--- src/rtl/pt_tri_tx.sv ---
// rtl/pt_tri_tx.sv - trinary code serial transmitter with sync cell and frame repeats
module pt_tri_tx #(
    parameter int NBITS   = 12,
    parameter int ALPHA   = 4,
    parameter int REPEATS = 4
) (
    input  logic               clk,
    input  logic               rst_n,
    input  logic               start,
    input  logic [2*NBITS-1:0] ad,
    output logic               q,
    output logic               busy,
    output logic               done
);

    localparam int AW = (ALPHA   > 1) ? $clog2(ALPHA)   : 1;
    localparam int SW = (NBITS   > 1) ? $clog2(NBITS)   : 1;
    localparam int RW = (REPEATS > 1) ? $clog2(REPEATS) : 1;
    localparam int DW = 2 * NBITS;

    localparam logic [AW-1:0] ALPHA_LAST = AW'(ALPHA - 1);
    localparam logic [SW-1:0] SYM_LAST   = SW'(NBITS - 1);
    localparam logic [RW-1:0] REP_LAST   = RW'(REPEATS - 1);

    typedef enum logic [1:0] {IDLE, BIT, SYNC} state_t;

    state_t        state_q, state_d;
    logic [AW-1:0] alpha_q, alpha_d;
    logic [4:0]    unit_q,  unit_d;
    logic [SW-1:0] sym_q,   sym_d;
    logic [RW-1:0] rep_q,   rep_d;
    logic [DW-1:0] sr_q,    sr_d;
    logic          q_q, q_d;
    logic          busy_q, busy_d;
    logic          done_q, done_d;

    function automatic logic cell_level(input logic [1:0] sym, input logic [2:0] u);
        case (sym)
            2'b00:   return (u == 3'd0) || (u == 3'd4);
            2'b01:   return (u != 3'd3) && (u != 3'd7);
            default: return (u == 3'd0) || ((u >= 3'd4) && (u <= 3'd6));
        endcase
    endfunction

    always_ff @(posedge clk or negedge rst_n) begin
        if (!rst_n) begin
            state_q <= IDLE;
            alpha_q <= '0;
            unit_q  <= '0;
            sym_q   <= '0;
            rep_q   <= '0;
            sr_q    <= '0;
            q_q     <= 1'b0;
            busy_q  <= 1'b0;
            done_q  <= 1'b0;
        end else begin
            state_q <= state_d;
            alpha_q <= alpha_d;
            unit_q  <= unit_d;
            sym_q   <= sym_d;
            rep_q   <= rep_d;
            sr_q    <= sr_d;
            q_q     <= q_d;
            busy_q  <= busy_d;
            done_q  <= done_d;
        end
    end

    always_comb begin
        state_d = state_q;
        alpha_d = alpha_q;
        unit_d  = unit_q;
        sym_d   = sym_q;
        rep_d   = rep_q;
        sr_d    = sr_q;
        done_d  = 1'b0;
        case (state_q)
            IDLE: begin
                if (start) begin
                    state_d = BIT;
                    sr_d    = ad;
                    alpha_d = '0;
                    unit_d  = '0;
                    sym_d   = '0;
                    rep_d   = '0;
                end
            end
            BIT: begin
                if (alpha_q == ALPHA_LAST) begin
                    alpha_d = '0;
                    if (unit_q == 5'd7) begin
                        unit_d = '0;
                        // Rotate rather than shift so the word is intact again after NBITS cells
                        sr_d   = (sr_q << 2) | (sr_q >> (DW - 2));
                        if (sym_q == SYM_LAST) begin
                            sym_d   = '0;
                            state_d = SYNC;
                        end else begin
                            sym_d = sym_q + 1'b1;
                        end
                    end else begin
                        unit_d = unit_q + 1'b1;
                    end
                end else begin
                    alpha_d = alpha_q + 1'b1;
                end
            end
            SYNC: begin
                if (alpha_q == ALPHA_LAST) begin
                    alpha_d = '0;
                    if (unit_q == 5'd31) begin
                        unit_d = '0;
                        if (rep_q == REP_LAST) begin
                            rep_d   = '0;
                            state_d = IDLE;
                            done_d  = 1'b1;
                        end else begin
                            rep_d   = rep_q + 1'b1;
                            state_d = BIT;
                        end
                    end else begin
                        unit_d = unit_q + 1'b1;
                    end
                end else begin
                    alpha_d = alpha_q + 1'b1;
                end
            end
            default: state_d = IDLE;
        endcase

        // Outputs are registered from the next state so q leads with latency 1
        busy_d = (state_d != IDLE);
        case (state_d)
            BIT:     q_d = cell_level(sr_d[DW-1 -: 2], unit_d[2:0]);
            SYNC:    q_d = (unit_d == 5'd0);
            default: q_d = 1'b0;
        endcase
    end

    assign q    = q_q;
    assign busy = busy_q;
    assign done = done_q;

endmodule

--- config.mk ---
export PLATFORM = sky130hd
export DESIGN_NAME = pt_tri_tx
export DESIGN_NICKNAME = d
export VERILOG_FILES = /design/src/rtl/pt_tri_tx.sv
export SDC_FILE = /design/constraint.sdc
export NUM_CORES = 1
export LEC_CHECK = 0
export CAP_MARGIN = 10
export CELL_PAD_IN_SITES_DETAIL_PLACEMENT = 0
export CELL_PAD_IN_SITES_GLOBAL_PLACEMENT = 2
export CORE_ASPECT_RATIO = 1.2
export CORE_MARGIN = 5
export CORE_UTILIZATION = 34
export CTS_CLUSTER_DIAMETER = 40
export DETAILED_ROUTE_END_ITERATION = 7
export PLACE_DENSITY = 0.86
export SLEW_MARGIN = 10
export SYNTH_ARGS = -nofsm -noshare
export SYNTH_HDL_FRONTEND = slang
export SYNTH_SLANG_ARGS = --single-unit
--- constraint.sdc ---
create_clock -name clk -period 3.2 [get_ports clk]
set_clock_uncertainty 0.05 [all_clocks]
set_input_delay 0.32 -clock clk [delete_from_list [all_inputs] [get_ports clk]]
set_output_delay 0.32 -clock clk [all_outputs]
set_load 0.03 [all_outputs]
; Word level (Yosys, flattened, before mapping)
; Index checks and enable logic that the tools add are counted.
[classes]
n_addsub = 4
order_cmp = 2
eq_ne = 18
mux = 36
bitwise_logic = 1
reduce_logical = 16
[ops]
columns = operator, count
row1 = 24-bit two-way mux, 3
row2 = 24-bit one-hot mux with 2 select lines, 1
row3 = 5-bit two-way mux, 5
row4 = 24-bit by 2-bit bitwise OR with 24-bit output, 1
row5 = 2-bit two-way mux, 11
row6 = 4-bit two-way mux, 4
row7 = 5-bit one-hot mux with 3 select lines, 1
row8 = 2-bit != test (second input constant), 5
row9 = 2-bit equality test (second input constant), 4
row10 = 2-bit one-hot mux with 2 select lines, 2
row11 = 4-bit one-hot mux with 2 select lines, 1
row12 = 4-bit AND reduction, 2
row13 = 2-bit nonzero test, 4
row14 = 2-bit by 1-bit equality test with 1-bit output (second input constant), 3
row15 = 2-bit one-hot mux with 3 select lines, 1
row16 = 5-bit by 1-bit adder with 5-bit output (second input constant), 1
row17 = 5-bit by 3-bit equality test with 1-bit output (second input constant), 1
row18 = 5-bit equality test (second input constant), 1
row19 = 5-bit logical NOT, 1
row20 = 1-bit two-way mux, 5
row21 = 2-bit by 1-bit adder with 2-bit output (second input constant), 2
row22 = 4-bit by 1-bit adder with 4-bit output (second input constant), 1
row23 = 4-bit equality test (second input constant), 1
row24 = 2-bit logical NOT, 2
row25 = 11 further kinds, 14
[totals]
regBits = 42
in_bits = 27
output_inout_bits = 3
wordCells = 87

; Logic depth before layout (Yosys ltp)
[depth]
ltp_word = 9
mapped_depth = 14
depth_no_buf = 14

; Worst setup path after synthesis
; No wires, ideal clock.
[synth_timing]
path_type = flip-flop to flip-flop
startpoint = register state_q[1]
endpoint = register q_q (netlist: q)
setup_time_ns = 0.082
t_arrival_ns = 2.515
t_required_ns = 3.068
path_slack_ns = 0.553
path_stages_with_launch = 13
n_path_buf = 2
synth_period_minus_slack_ns = 2.647
path_cell_list = dfrtp_1 -> inv_1 -> ha_1 -> clkbuf_1 -> clkbuf_1 -> nor2b_1 -> o21ai_0 -> a31o_2 -> ha_1 -> nand2_1 -> nor2_1 -> or4b_1 -> o22ai_1
[synth_via]
elab_chain_len = 7
elab_cells_between_ends = 29
cone_classes = order compare: 2 / eq/ne: 8 / mux: 11 / reduce/logical: 8
[synth_rtl]
columns = item, line_no
row1 = "start, declared", 27  ; state_t state_q, state_d;
row2 = "start signal, assigned", 57  ; state_q <= state_d;
row3 = "2-bit equality test, or another cell as far along", 77  ; case (state_q)
row4 = 5-bit one-hot mux with 3 select lines, 77
row5 = 3-bit >= comparator / 3-bit <= comparator (equally long branches), 41  ; default: return (u == 3'd0) || ((u >= 3'd4) && (u <= 3'd6));
row6 = 1-bit logical AND, 41
row7 = 1-bit logical OR, 41
row8 = 1-bit one-hot mux with 2 select lines, 38  ; case (sym)
row9 = 1-bit one-hot mux with 2 select lines *, 133  ; case (state_d)
row10 = net q_d, 33  ; logic q_q, q_d;
row11 = "end signal, assigned", 63  ; q_q <= q_d;
row12 = "end, declared", 33
; Mark *: on every way through the listed nets, which the timed path passes. The rest lies on a longest branch.
; A chain may end at the register's enable or synchronous reset.

; Worst setup path in the final report
[layout_timing]
startpoint = register unit_q[0]
endpoint = register q_q (netlist: q)
[layout_via]
elab_chain_len = 9
elab_cells_between_ends = 34
cone_classes = add/sub: 1 / order compare: 2 / eq/ne: 8 / mux: 16 / reduce/logical: 7
[layout_rtl]
columns = item, line_no
row1 = "start, declared", 29  ; logic [4:0] unit_q, unit_d;
row2 = "start signal, assigned", 59  ; unit_q <= unit_d;
row3 = "5-bit by 1-bit adder with 5-bit output, or another cell as far along", "102, 122"
row4 = "5-bit two-way mux, on equally long branches", "111, 91"
row5 = "5-bit two-way mux, on equally long branches", "109, 89"
row6 = 5-bit one-hot mux with 3 select lines, 77
row7 = 3-bit >= comparator / 3-bit <= comparator (equally long branches), 41
row8 = 1-bit logical AND, 41
row9 = 1-bit logical OR, 41
row10 = 1-bit one-hot mux with 2 select lines, 38
row11 = 1-bit one-hot mux with 2 select lines *, 133
row12 = net q_d, 33
; Mark *: on every way through the listed nets, which the timed path passes. The rest lies on a longest branch. The select of a mux whose other input is x is not followed.

==> flow_summary.yaml <==
outcome:
  outcome: "completed"
timing:
  period_share: 0.876
  setup_tns_ns: 0
  slew_headroom: 0.378
  postLayoutSetupSlackWorst_ns: 0.396
  fmax_mhz: 357
  hold_slack_ns: 0.112
  setup_violations: 0
  slew_viol_final: 0
  rsz0062_at_grt: "false"
  period_minus_slack_ns: 2.80
  hold_violations: 0
  worst_pin_slew_ns: 0.933
finish:
  layout_commonest_cell: "nand2_1"
  final_util: 0.420
  stdcell_area_sq_um: 2680
  fill_cells: 636
  instances_no_fill: 348
  drive_above_1_share: 0.0646
  final_cell_mix: "nand2_1, dfrtp_1, o21ai_0"
  diodes: 0
  syn_to_final_growth_pct: 22.2
  layout.nets: 301
power_and_ir_drop:
  seqPwrFrac: 0.434
  p_clk_frac: 0.208
  powerDensity_nw_per_um2: 734
  ir_worst_vdd_v: 0.000287
  fin_total_pwr_mw: 1.96
  p_int_mw: 1.26
  p_switching_mw: 0.706
  leakagePower_nw: 1.16
  pwr-share-comb: 0.357
  swShare: 0.360
worst_setup_path:
  cp-end-kind: "flop"
  cp_slowest_cell: "or4b_1"
  required_ns: 3.36
  path_cells: "ha_1, and3_1, ha_1, nand2_1, a21oi_1, inv_1, o21ai_0, a21o_1, ha_1, nand2_1, nor2_1, or4b_1, o22ai_1"
  cp_common_cell: "ha_1"
  crit_fanout: 6
  slowest_delay_ns: 0.43
  path_depth: 13
  crit_family: "simple AND/OR/NAND/NOR gates"
  startpoint_type: "flop"
  r2r_cells: 13
  crit_type: "flop to flop"
  critPathArrivalTime_ns: 2.96
  crit_buf_inv: 1
detailed_routing:
  drt_iter0_markers: 86
  routed_wirelength_microns: 5060
  drtAntennaViolNets: 0
  post-route-drc-count: 0
  vias: 1749
  routed_via_density: 5.03
  drtPass1Iterations: 4
  wl_per_cell_microns: 14.5
grt:
  grt_pass1_wl_microns: 8900
  grt_pass1_vias: 1807
  grt_max_degree: 45
  antenna_found_initial: 0
  grt_remaining_overflow: 0
  track_usage: 0.135
cts:
  cts_setup_buffers: 0
  cts_tree: "done"
  clk_root_buffer_cell: "clkbuf_8"
  clkTransAtPathRegs_ns: 0.08
  post_cts_resized: 0
  worstSkewPairLatency_ns: 0.29
  cts_buffers: 5
  cts_hold_buf: 0
  cts.htree.levels: 2
  clock-sinks: 42
  cts_buffer_depth: 2
synth:
  synth_async_sr_flop_share: 1.00
  synth_cell_types: 40
  ys_warn_count: 0
  postSynthCellCount: 235
  synthFlopType: "dfrtp_1"
  ys_seq_elements: 42
  ys_seq_area_frac: 0.480
  synth_edf_count: 0
  syn_nets: 274
  syn-cell-area_sq_um: 2190
  synth.avg_cell_area_sq_um: 9.32
floorplanning:
  die_w_microns: 83.3
  start_util: 0.344
  die_h_microns: 97.9
  io_pins: 30
  die_area_sq_um: 8160
  rows: 32
  fp.coreArea_sq_um: 6370
place:
  gp_congestion: 0.808
  place_area_sq_um: 2570
  post-place-cells: 340
  numPortBuffers: 29
  place_ws_ns: 0.401
  hpwlAfterDp_microns: 3640
job:
  cap_violations: 0
min_path:
  min_path_type: "primary input to async pin"
==> power groups by stage <==
| stage | Clock (mW) | Sequential (mW) | Combinational (mW) |
|---|---|---|---|
| 3_5_place_dp | 0 | 0.865 | 0.712 |
| 4_1_cts | 0.425 | 0.855 | 0.715 |
| 5_1_grt | 0.454 | 0.883 | 0.817 |
| 3_3_place_gp | 0 | 0.858 | 0.703 |
| 2_1_floorplan | 0 | 0.854 | 0.489 |
| 6_report | 0.409 | 0.853 | 0.701 |
==> kinds of logic (layout without fill, tap and decap cells) <==
group,count (synthesis),count (layout),synth area share
compound gates,79,79,0.238
simple gates,77,77,0.159
flops,42,42,0.480
buf+inv,21,49,0.0360
fa+ha+maj,13,13,0.0731
mux,3,3,0.0143
==> layout make-up <==
class	count	area (sq um)	area share
Sequential cell	42	1050	0.393
Inverter	7	26.3	0.00982
Timing Repair Buffer	34	323	0.121
Multi-Input combinational cell	172	1060	0.396
Tap cell	85	106	0.0397
Clock inverter	3	40.0	0.0150
Clock buffer	5	68.8	0.0257
==> registers in the layout, indices dropped and copies added (netlist names) <==
name	count
busy	1
rep_q	2
state_q	2
sr_q	24
q	1
done	1
alpha_q	2
sym_q	4
unit_q	5
==> cells in the mapped netlist (2+ instances only) <==
cell type   n  area share
a21boi_0    2      0.0069
inv_1       7       0.012
a22o_1      2      0.0080
a32o_1      2      0.0091
nand2_1    43       0.074
nor2_1     13       0.022
a21oi_1     3      0.0069
dfrtp_1    42        0.48
mux2i_1     2      0.0091
o2bb2ai_1   2      0.0080
clkbuf_1   14       0.024
a221o_1     2      0.0091
nand3_1     4      0.0091
ha_1       12       0.069
nor2b_1     3      0.0086
o21ai_0    34       0.078
and3_1      4       0.011
a22oi_1    22       0.075
==> final timing paths <==
kind / endpoint / start / slack, ns
worst min register to register: sr_q[10] / sr_q[10] / 0.44
worst max register to register: q / unit_q[0] / 0.40
min in group clk: sr_q[10] / sr_q[10] / 0.44
max in group asynchronous: sym_q[1] / rst_n / 2.40
worst min-delay path: sr_q[15] / rst_n / 0.11
worst max-delay path: q / unit_q[0] / 0.40
==> worst register-to-register path, cell delays in order (launching register included) <==
cell	delay [ns]
dfrtp_1	0.42
ha_1	0.26
and3_1	0.16
ha_1	0.18
nand2_1	0.16
a21oi_1	0.14
inv_1	0.08
o21ai_0	0.07
a21o_1	0.20
ha_1	0.29
nand2_1	0.05
nor2_1	0.07
or4b_1	0.43
o22ai_1	0.16
==> routing by layer <==
layer / track usage / share of wire
met4: 0.0503 / 0.021
met3: 0.0354 / 0.038
met1: 0.175 / 0.46
met2: 0.217 / 0.48
met5: 0 / 0
No activity file was read; power rests on OpenSTA's default activity.
